<file path="src/rtl/hd_timing_pkg.sv">
// 720p50 raster constants and shared raster helpers for the HD timing path.
// Sync decode works on plain counter values so other raster users can reuse it.
package hd_timing_pkg;

  localparam int unsigned H_ACTIVE_720P  = 1280;
  localparam int unsigned H_FP_720P      = 8;
  localparam int unsigned H_SYNC_720P    = 32;
  localparam int unsigned H_BP_720P      = 40;
  localparam int unsigned V_ACTIVE_720P  = 720;
  localparam int unsigned V_FP_720P      = 3;
  localparam int unsigned V_SYNC_720P    = 5;
  localparam int unsigned V_BP_720P      = 22;
  localparam int unsigned CLK_DIV_720P   = 2;
  localparam int unsigned LOCK_LINE_720P = 725;

  typedef struct packed {
    logic de;
    logic hsync;
    logic vsync;
  } region_t;

  function automatic int unsigned h_total(input int unsigned active, input int unsigned fp,
                                          input int unsigned sync, input int unsigned bp);
    return active + fp + sync + bp;
  endfunction

  function automatic int unsigned v_total(input int unsigned active, input int unsigned fp,
                                          input int unsigned sync, input int unsigned bp);
    return active + fp + sync + bp;
  endfunction

  function automatic logic in_active(input int unsigned pos, input int unsigned active);
    return pos < active;
  endfunction

  // Sync sits after active video and the front porch, for sync-width positions.
  function automatic logic in_sync(input int unsigned pos, input int unsigned active,
                                   input int unsigned fp, input int unsigned sync);
    return (pos >= active + fp) && (pos < active + fp + sync);
  endfunction

  function automatic logic sync_level(input logic asserted, input logic pol);
    return asserted ? pol : ~pol;
  endfunction

endpackage

</file>
<file path="src/rtl/hd_timing_gen_pix_div.sv">
// Pixel divider: a clk-domain phase counter giving the pixel strobe and a
// square pixel-phase clock, both registered one clk after the phase they describe.
module hd_pix_div
  import hd_timing_pkg::*;
#(
  parameter int unsigned CLK_DIV = CLK_DIV_720P
) (
  input  logic clk,
  input  logic reset,
  output logic pix_tick,
  output logic pix_en,
  output logic hd_clk
);

  localparam int unsigned DW = $clog2(CLK_DIV);
  localparam logic [DW-1:0] DIV_LAST = DW'(CLK_DIV - 1);
  localparam logic [DW-1:0] DIV_HALF = DW'(CLK_DIV / 2);

  generate
    if (CLK_DIV < 2 || (CLK_DIV % 2) != 0) begin : g_bad_div
      $error("hd_pix_div: CLK_DIV must be even and at least 2");
    end
  endgenerate

  logic [DW-1:0] div;
  logic          hd_phase;

  always_comb begin
    pix_tick = (div == DIV_LAST);
    hd_phase = (div < DIV_HALF);
  end

  always_ff @(posedge clk) begin
    if (reset) begin
      div    <= '0;
      pix_en <= 1'b0;
      hd_clk <= 1'b0;
    end else begin
      div    <= pix_tick ? '0 : div + 1'b1;
      pix_en <= pix_tick;
      hd_clk <= hd_phase;
    end
  end

endmodule

</file>
<file path="src/rtl/hd_timing_gen.sv">
// HD raster timing generator with optional genlock of the line counter to
// the PAL frame-end pulse; all outputs registered in the clk domain.
module hd_timing_gen
  import hd_timing_pkg::*;
#(
  parameter int unsigned H_ACTIVE  = H_ACTIVE_720P,
  parameter int unsigned H_FP      = H_FP_720P,
  parameter int unsigned H_SYNC    = H_SYNC_720P,
  parameter int unsigned H_BP      = H_BP_720P,
  parameter int unsigned V_ACTIVE  = V_ACTIVE_720P,
  parameter int unsigned V_FP      = V_FP_720P,
  parameter int unsigned V_SYNC    = V_SYNC_720P,
  parameter int unsigned V_BP      = V_BP_720P,
  parameter int unsigned CLK_DIV   = CLK_DIV_720P,
  parameter logic        SYNC_POL  = 1'b1,
  parameter int unsigned LOCK_LINE = LOCK_LINE_720P
) (
  input  logic        clk,
  input  logic        reset,
  input  logic        i_lock_en,
  input  logic        i_frame_sync,
  output logic        o_pix_en,
  output logic        o_hd_clk,
  output logic        o_hsync,
  output logic        o_vsync,
  output logic        o_de,
  output logic [11:0] o_x,
  output logic [10:0] o_y,
  output logic        o_frame_start,
  output logic        o_locked
);

  localparam int unsigned H_TOTAL = h_total(H_ACTIVE, H_FP, H_SYNC, H_BP);
  localparam int unsigned V_TOTAL = v_total(V_ACTIVE, V_FP, V_SYNC, V_BP);
  localparam int unsigned HW = $clog2(H_TOTAL);
  localparam int unsigned VW = $clog2(V_TOTAL);
  localparam logic [HW-1:0] H_LAST = HW'(H_TOTAL - 1);
  localparam logic [VW-1:0] V_LAST = VW'(V_TOTAL - 1);
  localparam logic [VW-1:0] LOCK_V = VW'(LOCK_LINE);

  generate
    if (LOCK_LINE >= V_TOTAL) begin : g_bad_lock
      $error("hd_timing_gen: LOCK_LINE must be below V_TOTAL");
    end
    if (H_TOTAL < 2 || V_TOTAL < 2 || HW > 12 || VW > 11) begin : g_bad_raster
      $error("hd_timing_gen: raster totals out of range for the counter ports");
    end
  endgenerate

  logic          pix_tick;
  logic [HW-1:0] h;
  logic [VW-1:0] v;
  logic [VW-1:0] v_nat;
  logic          line_end;
  logic          frame_hit;
  logic          load;
  logic          pend;
  region_t       region;

  hd_pix_div #(
    .CLK_DIV(CLK_DIV)
  ) u_pix_div (
    .clk     (clk),
    .reset   (reset),
    .pix_tick(pix_tick),
    .pix_en  (o_pix_en),
    .hd_clk  (o_hd_clk)
  );

  always_comb begin
    line_end     = pix_tick && (h == H_LAST);
    frame_hit    = i_lock_en && i_frame_sync;
    // A pulse landing on the line-end clk is honoured at that same line end.
    load         = i_lock_en && line_end && (pend || frame_hit);
    v_nat        = (v == V_LAST) ? '0 : v + 1'b1;
    region.de    = in_active(32'(h), H_ACTIVE) && in_active(32'(v), V_ACTIVE);
    region.hsync = in_sync(32'(h), H_ACTIVE, H_FP, H_SYNC);
    region.vsync = in_sync(32'(v), V_ACTIVE, V_FP, V_SYNC);
  end

  always_ff @(posedge clk) begin
    if (reset) begin
      h <= '0;
      v <= '0;
    end else if (pix_tick) begin
      if (line_end) begin
        h <= '0;
        v <= load ? LOCK_V : v_nat;
      end else begin
        h <= h + 1'b1;
      end
    end
  end

  always_ff @(posedge clk) begin
    if (reset || !i_lock_en) begin
      pend     <= 1'b0;
      o_locked <= 1'b0;
    end else if (load) begin
      pend     <= 1'b0;
      o_locked <= (v_nat == LOCK_V);
    end else if (frame_hit) begin
      pend     <= 1'b1;
    end
  end

  always_ff @(posedge clk) begin
    if (reset) begin
      o_hsync       <= ~SYNC_POL;
      o_vsync       <= ~SYNC_POL;
      o_de          <= 1'b0;
      o_x           <= '0;
      o_y           <= '0;
      o_frame_start <= 1'b0;
    end else begin
      o_hsync       <= sync_level(region.hsync, SYNC_POL);
      o_vsync       <= sync_level(region.vsync, SYNC_POL);
      o_de          <= region.de;
      o_x           <= 12'(h);
      o_y           <= 11'(v);
      o_frame_start <= pix_tick && (h == '0) && (v == '0);
    end
  end

endmodule

</file>
<file path="config.mk">
export PLATFORM = sky130hd
export DESIGN_NAME = hd_timing_gen
export DESIGN_NICKNAME = d
export VERILOG_FILES = /design/src/rtl/hd_timing_pkg.sv /design/src/rtl/hd_timing_gen_pix_div.sv /design/src/rtl/hd_timing_gen.sv
export SDC_FILE = /design/constraint.sdc
export NUM_CORES = 1
export LEC_CHECK = 0
export CORE_UTILIZATION = 48
export DETAILED_ROUTE_END_ITERATION = 12
export HOLD_SLACK_MARGIN = 0.06
export PLACE_DENSITY = 0.75
export REMOVE_ABC_BUFFERS = 1
export SYNTH_ARGS = -nofsm -noshare
export SYNTH_HDL_FRONTEND = slang
export SYNTH_SLANG_ARGS = --single-unit
</file>
<file path="constraint.sdc">
create_clock -name clk -period 1.6 [get_ports clk]
set_input_delay 0.16 -clock clk [delete_from_list [all_inputs] [get_ports clk]]
set_output_delay 0.16 -clock clk [all_outputs]
set_load 0.05 [all_outputs]
</file>
Yosys cells after proc, flatten, opt, wreduce, memory -nomap -nowiden

Index checks and enable logic that the tools add are counted.

$add $sub $neg: 3
Multiply operators: 0
Div/mod/pow operators: 0
Magnitude comparators: 7
Eq/ne operators: 3
Shift operators: 0
Mux-type cells: 5
Bitwise logic cells: 0
Reduce and logical (&&, ||, !) cells: 17

Operators with widths:

| operator                                                        | number |
|---|---|
| 11-bit less-than comparator, second input constant              | 2 |
| 10-bit equality test, second input constant                     | 2 |
| 10-bit less-than comparator, second input constant              | 2 |
| 10-bit two-way mux                                              | 2 |
| 11-bit by 1-bit adder with 11-bit output, second input constant | 1 |
| 11-bit equality test, second input constant                     | 1 |
| 11-bit >= comparator, second input constant                     | 1 |
| 11-bit logical NOT                                              | 1 |
| 11-bit two-way mux                                              | 1 |
| 10-bit by 1-bit adder with 10-bit output, second input constant | 1 |
| 10-bit >= comparator, second input constant                     | 1 |
| 10-bit logical NOT                                              | 1 |
| 1-bit logical AND                                               | 9 |
| 2-bit OR reduction                                              | 2 |
| 1-bit logical OR                                                | 2 |
| 1-bit two-way mux                                               | 2 |
| 2-bit AND reduction                                             | 1 |
| 1-bit adder, second input constant                              | 1 |
| 1-bit logical NOT                                               | 1 |
| 1-bit less-than comparator, second input constant               | 1 |

Register bits: 53
Bits in latches: 0
RAM bits: 0
ROM bits: 0
Input bits: 4
Output and inout bits: 30
Word-level logic and storage cells: 50
Memories: 0

Longest topological paths before layout

Word-level depth: 5
Depth in mapped cells: 8
Gate-level depth less buffers: 7

Cells and area by module

Synthesis repeated with hierarchy kept, for this count alone.

Cell total of the unflattened synthesis: 240
Area, all modules: 2143.3 µm²

By module, submodules not included:

| module        | instances | cells an instance | area an instance (µm²) | sequential area each (µm²) |
|---|---|---|---|---|
| hd_timing_gen | 1         | 234               | 2067.0                 | 960.9 |
| hd_pix_div    | 1         | 6                 | 76.3                   | 60.1 |

Least setup slack after synthesis

No wires, ideal clock.

Path type: register to register
Start: reg h[0]
End: reg v[0]
Library setup time: 128 ps
Arrival time: 1417 ps
Required time: 1472 ps
Setup slack: 55 ps
Cell stages (with the launch flop): 9
Path buffers: 2
Clock period less this slack: 1545 ps
Cell sequence: dfxtp_1 -> ha_1 -> and4_1 -> and4_1 -> buf_2 -> buf_6 -> o211ai_1 -> o21ai_0 -> nor2_1

Longest elaborated chain between the ends: 5
Elaborated cells on any way between the ends: 6
Those cells by class: eq/ne: 1; mux: 1; reduce/logical: 4

RTL lines:

| item                            | RTL line            | RTL |
|---|---|---|
| start, declared                 | hd_timing_gen.sv:51 | `logic [HW-1:0] h;` |
| start signal, assigned          | hd_timing_gen.sv:90 | `h <= h + 1'b1;` |
| 11-bit equality test (*)        | hd_timing_gen.sv:71 | `line_end = pix_tick && (h == H_LAST);` |
| 1-bit logical AND (*)           | hd_timing_gen.sv:71 |  |
| 1-bit logical AND (2 in series) | hd_timing_gen.sv:74 | `load = i_lock_en && line_end && (pend \|\| frame_hit);` |
| 10-bit two-way mux              | hd_timing_gen.sv:88 | `v <= load ? LOCK_V : v_nat;` |
| end signal, assigned            | hd_timing_gen.sv:88 |  |
| end, declared                   | hd_timing_gen.sv:52 | `logic [VW-1:0] v;` |

Mark *: on every way between the ends. The rest lies on a longest branch, timed or not.
A chain may end at the register's enable or synchronous reset.

Worst setup path after layout

Start: reg o_x[10]
End: out o_x[10]

RTL lines:

| item                   | RTL line             | RTL |
|---|---|---|
| start, declared        | hd_timing_gen.sv:27  | `output logic [11:0] o_x,` |
| start signal, assigned | hd_timing_gen.sv:119 | `o_x <= 12'(h);` |

No word-level cell between the ends.

==> impl_metrics.toml <==
[run_status]
status = "completed"

[place]
dpl.cell_count = 345
place.gp.congestion = 0.899
port_buffers = 31
hpwl_mm = 3.38
place_area_um2 = 2650

[floorplan]
fp.coreArea_um2 = 4380
die_width_um = 69.7
rows = 24
floorplan.initialDensity_pct = 50.1
dieArea_um2 = 4850
ios = 34
die_height_um = 69.7

[synth]
synth_top_family_by_area = "simple AND/OR/NAND/NOR gates"
synth_most_common_cell = "dfxtp_1"
ys_seq_elements = 51
syn_inst = 247
muxShareOfSynthArea_pct = 0.455
syn-cell-area_um2 = 2200
synth_top_flop_cell = "dfxtp_1"
syn_area_per_cell_um2 = 8.90
yosysWarnings = 0
synthArstFlopShare_pct = 0
synth_compound_area_share_pct = 8.65
seq_area_frac_synth_pct = 46.4
synthTopCellsByCount = "51 x dfxtp_1, 34 x nor2_1, 19 x nand2_1"
synthSimpleGateAreaFrac_pct = 29.4
synth_cell_type_count = 43
synth_edf_count = 0
synth-xor-area-share_pct = 5.58
synth_top_cell_by_area = "dfxtp_1"
synth.top_cell.area_share_pct = 46.4
synth_fa_ha_area_share_pct = 2.85
netlist_top_cells_area = "dfxtp_1 46%, nor2_1 5.8%, nor2b_1 4.8%"

[setup_path]
crit_path_max_incr_delay_ns = 0.79
startpoint = "o_x[10]"
critPathBufInv = 1
crit_family = "buffers and inverters"
r2r-end = "o_locked"
timing_worst_setup_path_type = "register to output port"
crit_cells = 1
crit_path_end = "o_x[10]"
path_cells = "clkdlybuf4s50_1"
r2r_start = "v[1]"
required_ns = 1.44
reg2reg_depth = 6
crit_slowest_cell = "clkdlybuf4s50_1"
rrSetupSlack_ns = 0.06
startpoint_type = "register"
cp_max_fo = 1
arrival_ns = 1.41
cp-end-kind = "output port"

[timing]
setup_viol = 0
finalHoldViolations = 0
max_freq_mhz = 638
clock_skew_ns = 0.0102
finalCritPeriodShare_pct = 98.0
period_minus_slack_ns = 1.57
drv_slew = 0
rsz0062_at_grt = "yes"
maxSlewHeadroom_pct = 64.8
tightestPinTransition_ns = 0.523

[detailed_routing]
viasPerCell = 5.23
firstDrtPassIters = 4
drcViolationCount = 0
wire_per_inst_um = 13.6
drtAntennaViolNets = 0
drt-total-wl_mm = 4.81
num_vias = 1853
drt_iter0_markers = 145

[hold_path]
min_from = "v[0]"
hp-class = "register to register"

[global_routing]
antenna_found_initial = 0
grt_pass1_wl_mm = 7.82
grt_pass1_vias = 1787
grt_usage_pct = 20.1
grt-ovfl-total = 0
grt_max_degree = 27

[clocking]
cts_sinks = 51
clkTransAtPathRegs_ns = 0.08
cts_tree = "done"
postCtsHoldBufs = 0
numCtsBuffers = 5
clockBufferDepth = 2
cts_root_buffer = "clkbuf_8"
clock_latency_ns = 0.31
htree_levels = 2

[run]
cap_viol_max_count = 0

[layout]
layout-drive-gt1-share_pct = 30.1
area_growth_pct = 29.4
fin_cells = 354
finalInstanceArea_um2 = 2840
insertedDiodeCount = 0
nets = 310
seqCellArea_um2 = 1040
fillers = 364
multi_input_area_um2 = 1100

[pwr]
p_per_area_nw_per_um2 = 775
p_leak_nw = 1.23
ir_worst_vdd_uv = 515
-- report_power, final --
part,internal (mW),leakage [nW],switching (mW)
logic,0.0498,0.760,0.0958
clock network,0.355,0.0484,0.417
registers,1.28,0.418,0.00579
total,1.69,1.23,0.519
-- worst min-delay path by stage --
stage | slack [ns] | end | cells after the start
after floorplan | 0.23 | o_x[0] | 1
after global placement | 0.52 | o_vsync | 2
after detailed placement | 0.53 | o_x[4] | 1
after CTS | 0.54 | o_x[4] | 1
after global routing | 0.54 | o_y[0] | 2
final | 0.53 | o_y[0] | 2
-- layout make-up --
cell class,instances,share of cell area [%]
flip-flops and latches,51,36.5
clock buffers,7,3.04
multi-input cells,174,38.8
clock inverters,1,0.308
inverters,4,0.704
well taps,52,2.29
repair buffers,65,18.4
-- state kept, by name (all words and copies together) (netlist names), 10 cells and up --
name	cells
o_y	10
o_x	11
v	10
h	11
-- layer usage --
layer	up-vias	GRT usage, %	share of wire, %
met5	-	0	0
met2	69	32.9	47
met4	0	9.11	2.4
met3	14	4.07	6.6
met1	830	25.5	44
li1	940	-	-
-- timing repair --
action,in CTS,in global routing
cloned,0,0
gates resized for setup,1,28
buffers inserted,0,1
pin swaps,0,8
endpoints found under the setup margin,1,12
-- logic make-up (layout without fill, tap and decap cells) --
kind of cell,Yosys count,in the layout
simple gates,121,121
other cells,1,2
flops,51,51
buf+inv,23,77
mux,1,1
xor+xnor,14,14
fa+ha+maj,5,5
compound gates,31,31
-- per-stage QoR --
stage	setup WS (ns)	power, mW	utilization [%]	setup TNS [ns]	hold slack, ns
after global routing	-0.0437	2.29	64.9	-0.0777	0.537
final	0.0318	2.20	64.9	0	0.529
after floorplan	-0.00730	1.40	-	-0.00730	0.227
after global placement	0.0715	1.46	60.4	0	0.517
after CTS	0.0168	2.22	62.6	0	0.535
after detailed placement	-0.0200	1.46	60.4	-0.0200	0.528
-- placed cells by master, fill, tap and decap left out, types with 2 or more instances in the layout --
cell type        Yosys  final
nand2_1             19     18
o211ai_1             2      2
and3_1               2      2
dfxtp_2              0      7
xnor2_1              4      4
dfxtp_1             51     42
nand2b_1             3      3
a21oi_1             10      9
dlymetal6s2s_1       0      2
xor2_1              10     10
inv_4                0      2
and4_4               0      2
dfxtp_4              0      2
inv_1                4      2
clkbuf_8             1      6
nor3_1              13     12
nand4_1              5      5
clkdlybuf4s50_1      0      5
nor2_1              34     34
nor2b_1             17     17
nor4_1               2      2
ha_1                 5      4
nand3_1             13     13
conb_1               1      2
buf_4                5     57
o21ai_0             12     12
No activity file was read; power rests on OpenSTA's default activity.
